[src/rtl/ps2_kb_hexview_pkg.sv]
// Shared definitions for the PS/2 keyboard hex viewer: prefix bytes, receiver states, 7-seg table.
// Pure declarations, so no latency and no flow control.
package ps2_kb_hexview_pkg;

    localparam logic [7:0] PFX_EXT = 8'hE0;
    localparam logic [7:0] PFX_BRK = 8'hF0;

    typedef enum logic [1:0] {
        RX_IDLE   = 2'd0,
        RX_DATA   = 2'd1,
        RX_PARITY = 2'd2,
        RX_STOP   = 2'd3
    } rx_state_e;

    // Active-low {g,f,e,d,c,b,a}.
    function automatic logic [6:0] hex7seg(input logic [3:0] n);
        logic [6:0] s;
        case (n)
            4'h0: s = 7'h40;
            4'h1: s = 7'h79;
            4'h2: s = 7'h24;
            4'h3: s = 7'h30;
            4'h4: s = 7'h19;
            4'h5: s = 7'h12;
            4'h6: s = 7'h02;
            4'h7: s = 7'h78;
            4'h8: s = 7'h00;
            4'h9: s = 7'h10;
            4'hA: s = 7'h08;
            4'hB: s = 7'h03;
            4'hC: s = 7'h46;
            4'hD: s = 7'h21;
            4'hE: s = 7'h06;
            default: s = 7'h0E;
        endcase
        return s;
    endfunction

endpackage

[src/rtl/ps2_kb_hexview_rx_frame.sv]
// PS/2 frame receiver: sync, glitch filter, fall detect, 11-bit frame FSM with stall timeout.
// Strobes appear FILT_LEN+3 cycles after the raw stop-bit fall; no backpressure (device-paced).
module ps2_rx_frame
    import ps2_kb_hexview_pkg::*;
#(
    parameter int FILT_LEN    = 8,
    parameter int TIMEOUT_CYC = 100000
) (
    input  logic       clk,
    input  logic       reset,
    input  logic       ps2d_i,
    input  logic       ps2c_i,
    output logic [7:0] byte_o,
    output logic       byte_ok_o,
    output logic       frame_err_o
);

    localparam int FW = $clog2(FILT_LEN);
    localparam int TW = $clog2(TIMEOUT_CYC + 1);

    logic [1:0]    c_sync_q, d_sync_q;
    logic          filt_q, filt_d;
    logic [FW-1:0] fcnt_q, fcnt_d;
    logic          fall_q, fall_d;
    rx_state_e     state_q, state_d;
    logic [7:0]    sr_q, sr_d;
    logic [2:0]    bcnt_q, bcnt_d;
    logic          par_q, par_d;
    logic [TW-1:0] tcnt_q, tcnt_d;
    logic          ok_q, ok_d;
    logic          err_q, err_d;
    logic          d_bit;

    assign d_bit = d_sync_q[1];

    // The filtered clock only follows the synced one after FILT_LEN disagreeing samples in a row.
    always_comb begin
        filt_d = filt_q;
        fcnt_d = '0;
        fall_d = 1'b0;
        if (c_sync_q[1] != filt_q) begin
            if (fcnt_q == FW'(FILT_LEN - 1)) begin
                filt_d = c_sync_q[1];
                fall_d = filt_q;
            end else begin
                fcnt_d = fcnt_q + 1'b1;
            end
        end
    end

    always_comb begin
        state_d = state_q;
        sr_d    = sr_q;
        bcnt_d  = bcnt_q;
        par_d   = par_q;
        tcnt_d  = '0;
        ok_d    = 1'b0;
        err_d   = 1'b0;
        if (fall_q) begin
            case (state_q)
                RX_IDLE: begin
                    if (!d_bit) begin
                        state_d = RX_DATA;
                        bcnt_d  = 3'd0;
                    end
                end
                RX_DATA: begin
                    sr_d   = {d_bit, sr_q[7:1]};
                    bcnt_d = bcnt_q + 3'd1;
                    if (bcnt_q == 3'd7) state_d = RX_PARITY;
                end
                RX_PARITY: begin
                    par_d   = d_bit;
                    state_d = RX_STOP;
                end
                default: begin
                    if (((^sr_q) ^ par_q) && d_bit) ok_d = 1'b1;
                    else                            err_d = 1'b1;
                    state_d = RX_IDLE;
                end
            endcase
        end else if (state_q != RX_IDLE) begin
            if (tcnt_q == TW'(TIMEOUT_CYC - 1)) state_d = RX_IDLE;
            else                                tcnt_d  = tcnt_q + 1'b1;
        end
    end

    always_ff @(posedge clk) begin
        if (reset) begin
            c_sync_q <= 2'b11;
            d_sync_q <= 2'b11;
            filt_q   <= 1'b1;
            fcnt_q   <= '0;
            fall_q   <= 1'b0;
            state_q  <= RX_IDLE;
            sr_q     <= 8'h00;
            bcnt_q   <= 3'd0;
            par_q    <= 1'b0;
            tcnt_q   <= '0;
            ok_q     <= 1'b0;
            err_q    <= 1'b0;
        end else begin
            c_sync_q <= {c_sync_q[0], ps2c_i};
            d_sync_q <= {d_sync_q[0], ps2d_i};
            filt_q   <= filt_d;
            fcnt_q   <= fcnt_d;
            fall_q   <= fall_d;
            state_q  <= state_d;
            sr_q     <= sr_d;
            bcnt_q   <= bcnt_d;
            par_q    <= par_d;
            tcnt_q   <= tcnt_d;
            ok_q     <= ok_d;
            err_q    <= err_d;
        end
    end

    assign byte_o      = sr_q;
    assign byte_ok_o   = ok_q;
    assign frame_err_o = err_q;

endmodule

[src/rtl/ps2_kb_hexview.sv]
// PS/2 keyboard front end: E0/F0 decode, make-code history on a multiplexed 7-seg, key LED.
// key_valid follows the raw stop-bit fall by FILT_LEN+4 cycles; no backpressure (device-paced).
module ps2_kb_hexview
    import ps2_kb_hexview_pkg::*;
#(
    parameter int NDIG        = 4,
    parameter int FILT_LEN    = 8,
    parameter int TIMEOUT_CYC = 100000,
    parameter int REFRESH_DIV = 50000
) (
    input  logic            clk,
    input  logic            reset,
    input  logic            ps2d,
    input  logic            ps2c,
    output logic [7:0]      seg,
    output logic [NDIG-1:0] an,
    output logic            key_valid,
    output logic [7:0]      key_code,
    output logic            key_ext,
    output logic            key_break,
    output logic            led,
    output logic            err
);

    localparam int HW = 4 * NDIG;
    localparam int IW = (NDIG > 2) ? $clog2(NDIG) : 1;
    localparam int RW = (REFRESH_DIV > 2) ? $clog2(REFRESH_DIV) : 1;

    logic [7:0]      rx_byte;
    logic            rx_ok, rx_err;

    logic            ext_f_q, ext_f_d, brk_f_q, brk_f_d;
    logic            kv_q, kv_d, kext_q, kext_d, kbrk_q, kbrk_d;
    logic [7:0]      kcode_q, kcode_d;
    logic [HW-1:0]   hist_q, hist_d;
    logic            new_ext_q, new_ext_d;
    logic            led_q, led_d;
    logic [8:0]      led_key_q, led_key_d;
    logic            err_q, err_d;
    logic [RW-1:0]   rcnt_q, rcnt_d;
    logic [IW-1:0]   idx_q, idx_d;
    logic [NDIG-1:0] an_q, an_d;
    logic [7:0]      seg_q, seg_d;
    logic [3:0]      nib;

    ps2_rx_frame #(
        .FILT_LEN    (FILT_LEN),
        .TIMEOUT_CYC (TIMEOUT_CYC)
    ) u_rx (
        .clk         (clk),
        .reset       (reset),
        .ps2d_i      (ps2d),
        .ps2c_i      (ps2c),
        .byte_o      (rx_byte),
        .byte_ok_o   (rx_ok),
        .frame_err_o (rx_err)
    );

    always_comb begin
        ext_f_d = ext_f_q;
        brk_f_d = brk_f_q;
        kv_d    = 1'b0;
        kcode_d = kcode_q;
        kext_d  = kext_q;
        kbrk_d  = kbrk_q;
        if (rx_ok) begin
            if (rx_byte == PFX_EXT) begin
                ext_f_d = 1'b1;
            end else if (rx_byte == PFX_BRK) begin
                brk_f_d = 1'b1;
            end else begin
                kv_d    = 1'b1;
                kcode_d = rx_byte;
                kext_d  = ext_f_q;
                kbrk_d  = brk_f_q;
                ext_f_d = 1'b0;
                brk_f_d = 1'b0;
            end
        end
    end

    // History and LED follow the registered event, one cycle behind key_valid.
    always_comb begin
        hist_d    = hist_q;
        new_ext_d = new_ext_q;
        led_d     = led_q;
        led_key_d = led_key_q;
        err_d     = err_q | rx_err;
        if (kv_q) begin
            if (!kbrk_q) begin
                hist_d    = HW'({hist_q, kcode_q});
                new_ext_d = kext_q;
                led_d     = 1'b1;
                led_key_d = {kext_q, kcode_q};
            end else if (led_key_q == {kext_q, kcode_q}) begin
                led_d     = 1'b0;
            end
        end
    end

    always_comb begin
        rcnt_d = rcnt_q + 1'b1;
        idx_d  = idx_q;
        if (rcnt_q == RW'(REFRESH_DIV - 1)) begin
            rcnt_d = '0;
            idx_d  = (idx_q == IW'(NDIG - 1)) ? '0 : idx_q + 1'b1;
        end
        nib = hist_q[3:0];
        for (int i = 0; i < NDIG; i++) begin
            if (idx_q == IW'(i)) nib = hist_q[4*i +: 4];
        end
        an_d  = ~(NDIG'(1) << idx_q);
        seg_d = {~((idx_q == '0) && new_ext_q), hex7seg(nib)};
    end

    always_ff @(posedge clk) begin
        if (reset) begin
            ext_f_q   <= 1'b0;
            brk_f_q   <= 1'b0;
            kv_q      <= 1'b0;
            kcode_q   <= 8'h00;
            kext_q    <= 1'b0;
            kbrk_q    <= 1'b0;
            hist_q    <= '0;
            new_ext_q <= 1'b0;
            led_q     <= 1'b0;
            led_key_q <= 9'h000;
            err_q     <= 1'b0;
            rcnt_q    <= '0;
            idx_q     <= '0;
            an_q      <= '1;
            seg_q     <= 8'hFF;
        end else begin
            ext_f_q   <= ext_f_d;
            brk_f_q   <= brk_f_d;
            kv_q      <= kv_d;
            kcode_q   <= kcode_d;
            kext_q    <= kext_d;
            kbrk_q    <= kbrk_d;
            hist_q    <= hist_d;
            new_ext_q <= new_ext_d;
            led_q     <= led_d;
            led_key_q <= led_key_d;
            err_q     <= err_d;
            rcnt_q    <= rcnt_d;
            idx_q     <= idx_d;
            an_q      <= an_d;
            seg_q     <= seg_d;
        end
    end

    assign seg       = seg_q;
    assign an        = an_q;
    assign key_valid = kv_q;
    assign key_code  = kcode_q;
    assign key_ext   = kext_q;
    assign key_break = kbrk_q;
    assign led       = led_q;
    assign err       = err_q;

endmodule

[config.mk]
export PLATFORM = sky130hd
export DESIGN_NAME = ps2_kb_hexview
export DESIGN_NICKNAME = d
export VERILOG_FILES = /design/src/rtl/ps2_kb_hexview_pkg.sv /design/src/rtl/ps2_kb_hexview_rx_frame.sv /design/src/rtl/ps2_kb_hexview.sv
export SDC_FILE = /design/constraint.sdc
export NUM_CORES = 1
export LEC_CHECK = 0
export CORE_UTILIZATION = 55
export DETAILED_ROUTE_END_ITERATION = 8
export PLACE_DENSITY_LB_ADDON = 0.12
export SLEW_MARGIN = 20
export SYNTH_ARGS = -nofsm -noshare
export SYNTH_HDL_FRONTEND = slang
export SYNTH_HIERARCHICAL = 1
export SYNTH_SLANG_ARGS = --single-unit
[constraint.sdc]
create_clock -name clk -period 2.6 [get_ports clk]
set_input_delay 0.26 -clock clk [delete_from_list [all_inputs] [get_ports clk]]
set_output_delay 0.26 -clock clk [all_outputs]
set_load 0.02 [all_outputs]
==> results.py <==
metrics = {
    "status": {
        "status": "finished clean",
    },
    "floorplan": {
        "die_w_um": 92.6,
        "core_sq_mm": 0.00785,
        "start_util": 0.576,
        "dieArea_sq_mm": 0.00858,
        "io_pins": 29,
        "chipHeight_um": 92.6,
        "rows": 32,
    },
    "sta": {
        "hold_viol": 0,
        "fin_crit_sh": 0.921,
        "maxSlewViolCount": 0,
        "tns_ns": 0,
        "rsz0062_at_grt": "no",
        "relSlewSlack": 0.527,
        "setup_ws_ns": 0.206,
        "fin_crit_ns": 2.39,
        "final-setup-viol-count": 0,
        "fin_worst_skew_ns": 0.0149,
        "timing.fmax_mhz": 418,
        "worst_pin_slew_ns": 0.708,
    },
    "cts": {
        "clock_path_buffers": 2,
        "postCtsSetupBuffers": 0,
        "numCtsBuffers": 9,
        "cts-hold-fix-buffers": 0,
        "path_clk_slew_ns": 0.10,
        "cts_resized": 0,
        "clk_latency_ns": 0.37,
        "cts-htree-levels": 3,
        "cts.sinks": 104,
        "cts_tree": "done",
        "cts_root_buffer": "clkbuf_8",
    },
    "power": {
        "power.total_w": 0.00265,
        "pwr_density_cell_mw_per_mm2": 527,
        "peakVddDrop_mv": 0.312,
        "power.leakage_nw": 1.80,
    },
    "finish": {
        "instances_no_fill": 620,
        "antennaDiodeCount": 0,
        "mostFrequentLayoutCells": "dfxtp_1, nand2_1, nor2_1, a21oi_1, clkdlybuf4s50_1",
        "n_fill_cell": 707,
        "nets": 538,
        "utilization": 0.642,
        "drive_above_1_share": 0.0676,
        "areaGrowthSynthToFinish_pct": 11.5,
        "final_common_cell": "dfxtp_1",
    },
    "min_path": {
        "hold_path_class": "in -> reg",
    },
    "global_route": {
        "grt_start_max_net_pins": 29,
        "antenna_found_initial": 0,
        "grt_pass1_vias": 3213,
        "grt_overflow": 0,
        "grt_pass1_wl_um": 14000,
        "track_usage": 0.204,
    },
    "synth": {
        "synthesis.area_sq_mm": 0.00452,
        "synthCells": 490,
        "ys_ff_latch": 104,
        "synthFlopType": "dfxtp_1",
        "ys_types": 54,
        "async_reset_ff_frac": 0,
        "syn-num-nets": 515,
        "ys_seq_area_frac": 0.461,
        "yosys_warnings": 13,
        "synth.avg_cell_area_sq_um": 9.22,
        "synth_edf_count": 0,
    },
    "routing": {
        "final_antenna_net_count": 0,
        "firstDrtPassIters": 4,
        "via_per_inst": 5.37,
        "vias": 3330,
        "routedWlPerCell_um": 13.2,
        "first_iter_violations": 130,
        "drc": 0,
        "routed_wl_um": 8170,
    },
    "placed_design": {
        "preCtsSetupSlack_ns": 0.201,
        "placedCellCount": 604,
        "place_congestion": 0.796,
        "place_hpwl_um": 5830,
        "port_buffers": 28,
    },
    "setup_path": {
        "cp-start-kind": "flop",
        "critPathRequiredTime_ns": 2.85,
        "crit_chain": "inv_1 -> ha_1 -> mux2_2 -> mux2i_1 -> o21ai_0 -> inv_1 -> ha_1 -> inv_1 -> nand2_1 -> o21ai_0 -> a221o_1",
        "cpPeakStageDelay_ns": 0.36,
        "crit_slowest_cell": "mux2_2",
        "cpMostUsedCell": "inv_1",
        "crit_type": "reg -> reg",
        "cp_max_fo": 5,
        "worstPathArrival_ns": 2.65,
        "end_kind": "flop",
    },
    "run": {
        "cap_violations": 0,
    },
}
-- Yosys cell counts, types with 7 or more instances --
master    instances  area [sq um]
xnor2_1          22           193
a21oi_1          33           165
nor2_1           52           195
a22o_1           10          87.6
inv_1            14          52.6
nand4_1           9          56.3
mux2i_1           9          90.1
xor2_1           18           158
dfxtp_1         104          2080
nand2b_1          7          43.8
clkbuf_1         12          45.0
nand3_1          14          70.1
nand2_1          72           270
ha_1             21           263
-- kinds of logic (layout without fill, tap and decap cells) --
logic type,after synthesis,in the layout,share of synthesized area
adders and majority gates,21,21,0.0582
and+or+nand+nor,207,207,0.227
buffers and inverters,34,62,0.0335
xor gates and xnor gates,42,42,0.0875
AOI/OAI and AO/OA,71,71,0.108
muxes,11,11,0.0249
DFF,104,104,0.461
-- per-stage QoR --
| step | area (sq um) | hold WS (ns) |
|---|---|---|
| final | 5040 | 0.324 |
| after global routing | 5040 | 0.346 |
| after floorplan | 4520 | 0.338 |
| after CTS | 5040 | 0.308 |
| after global placement | 4850 | 0.394 |
| after detailed placement | 4850 | 0.402 |
-- flip-flops by register name, summed over array words and instances, names as in the netlist, 2 cells and up --
name           count
an                 4
hist_q            16
idx_q              2
key_code           8
rcnt_q            16
seg                8
u_rx/bcnt_q        3
u_rx/byte_o        8
u_rx/c_sync_q      2
u_rx/d_sync_q      2
u_rx/fcnt_q        3
u_rx/state_q       2
u_rx/tcnt_q       17
-- worst max-delay path, delay by kind of cell (launching register included) --
family	cells	cell delay, ns
DFF	1	0.35
and+or+nand+nor	1	0.05
buffers and inverters	3	0.35
adders and majority gates	2	0.48
muxes	2	0.47
AOI/OAI and AO/OA	3	0.59
-- final timing paths --
check	start	endpoint	slack, ns	cells after the start
hold / removal	reset	u_rx/bcnt_q[1]	0.32	2
setup reg to reg	idx_q[1]	seg[1]	0.21	11
setup / recovery	idx_q[1]	seg[1]	0.21	11
hold reg to reg	u_rx/d_sync_q[0]	u_rx/d_sync_q[1]	0.42	1
-- report_power, final --
group | switching [W] | internal (W) | total, W
Combinational | 0.0000585 | 0.0000397 | 0.0000982
Clock | 0.000550 | 0.000386 | 0.000936
Sequential | 0.0000118 | 0.00161 | 0.00162
Total | 0.000620 | 0.00203 | 0.00265
-- layout make-up --
type / instances / area, sq um / area share
multi-input combinational: 352 / 2280 / 0.453
clock buffer: 10 / 138 / 0.0273
timing repair buffer: 32 / 305 / 0.0606
sequential: 104 / 2080 / 0.413
tap: 102 / 128 / 0.0253
inverter: 14 / 52.6 / 0.0104
clock inverter: 6 / 50.0 / 0.00993
-- routing by layer --
layer	share of wire	routed length [um]	track usage	up-vias
met5	0	0	0	-
met3	0.030	248	0.0427	11
met2	0.49	4000	0.357	50
met1	0.47	3820	0.244	1539
met4	0.013	104	0.0756	0
li1	-	-	-	1730
(Power assumes the default switching activity.)
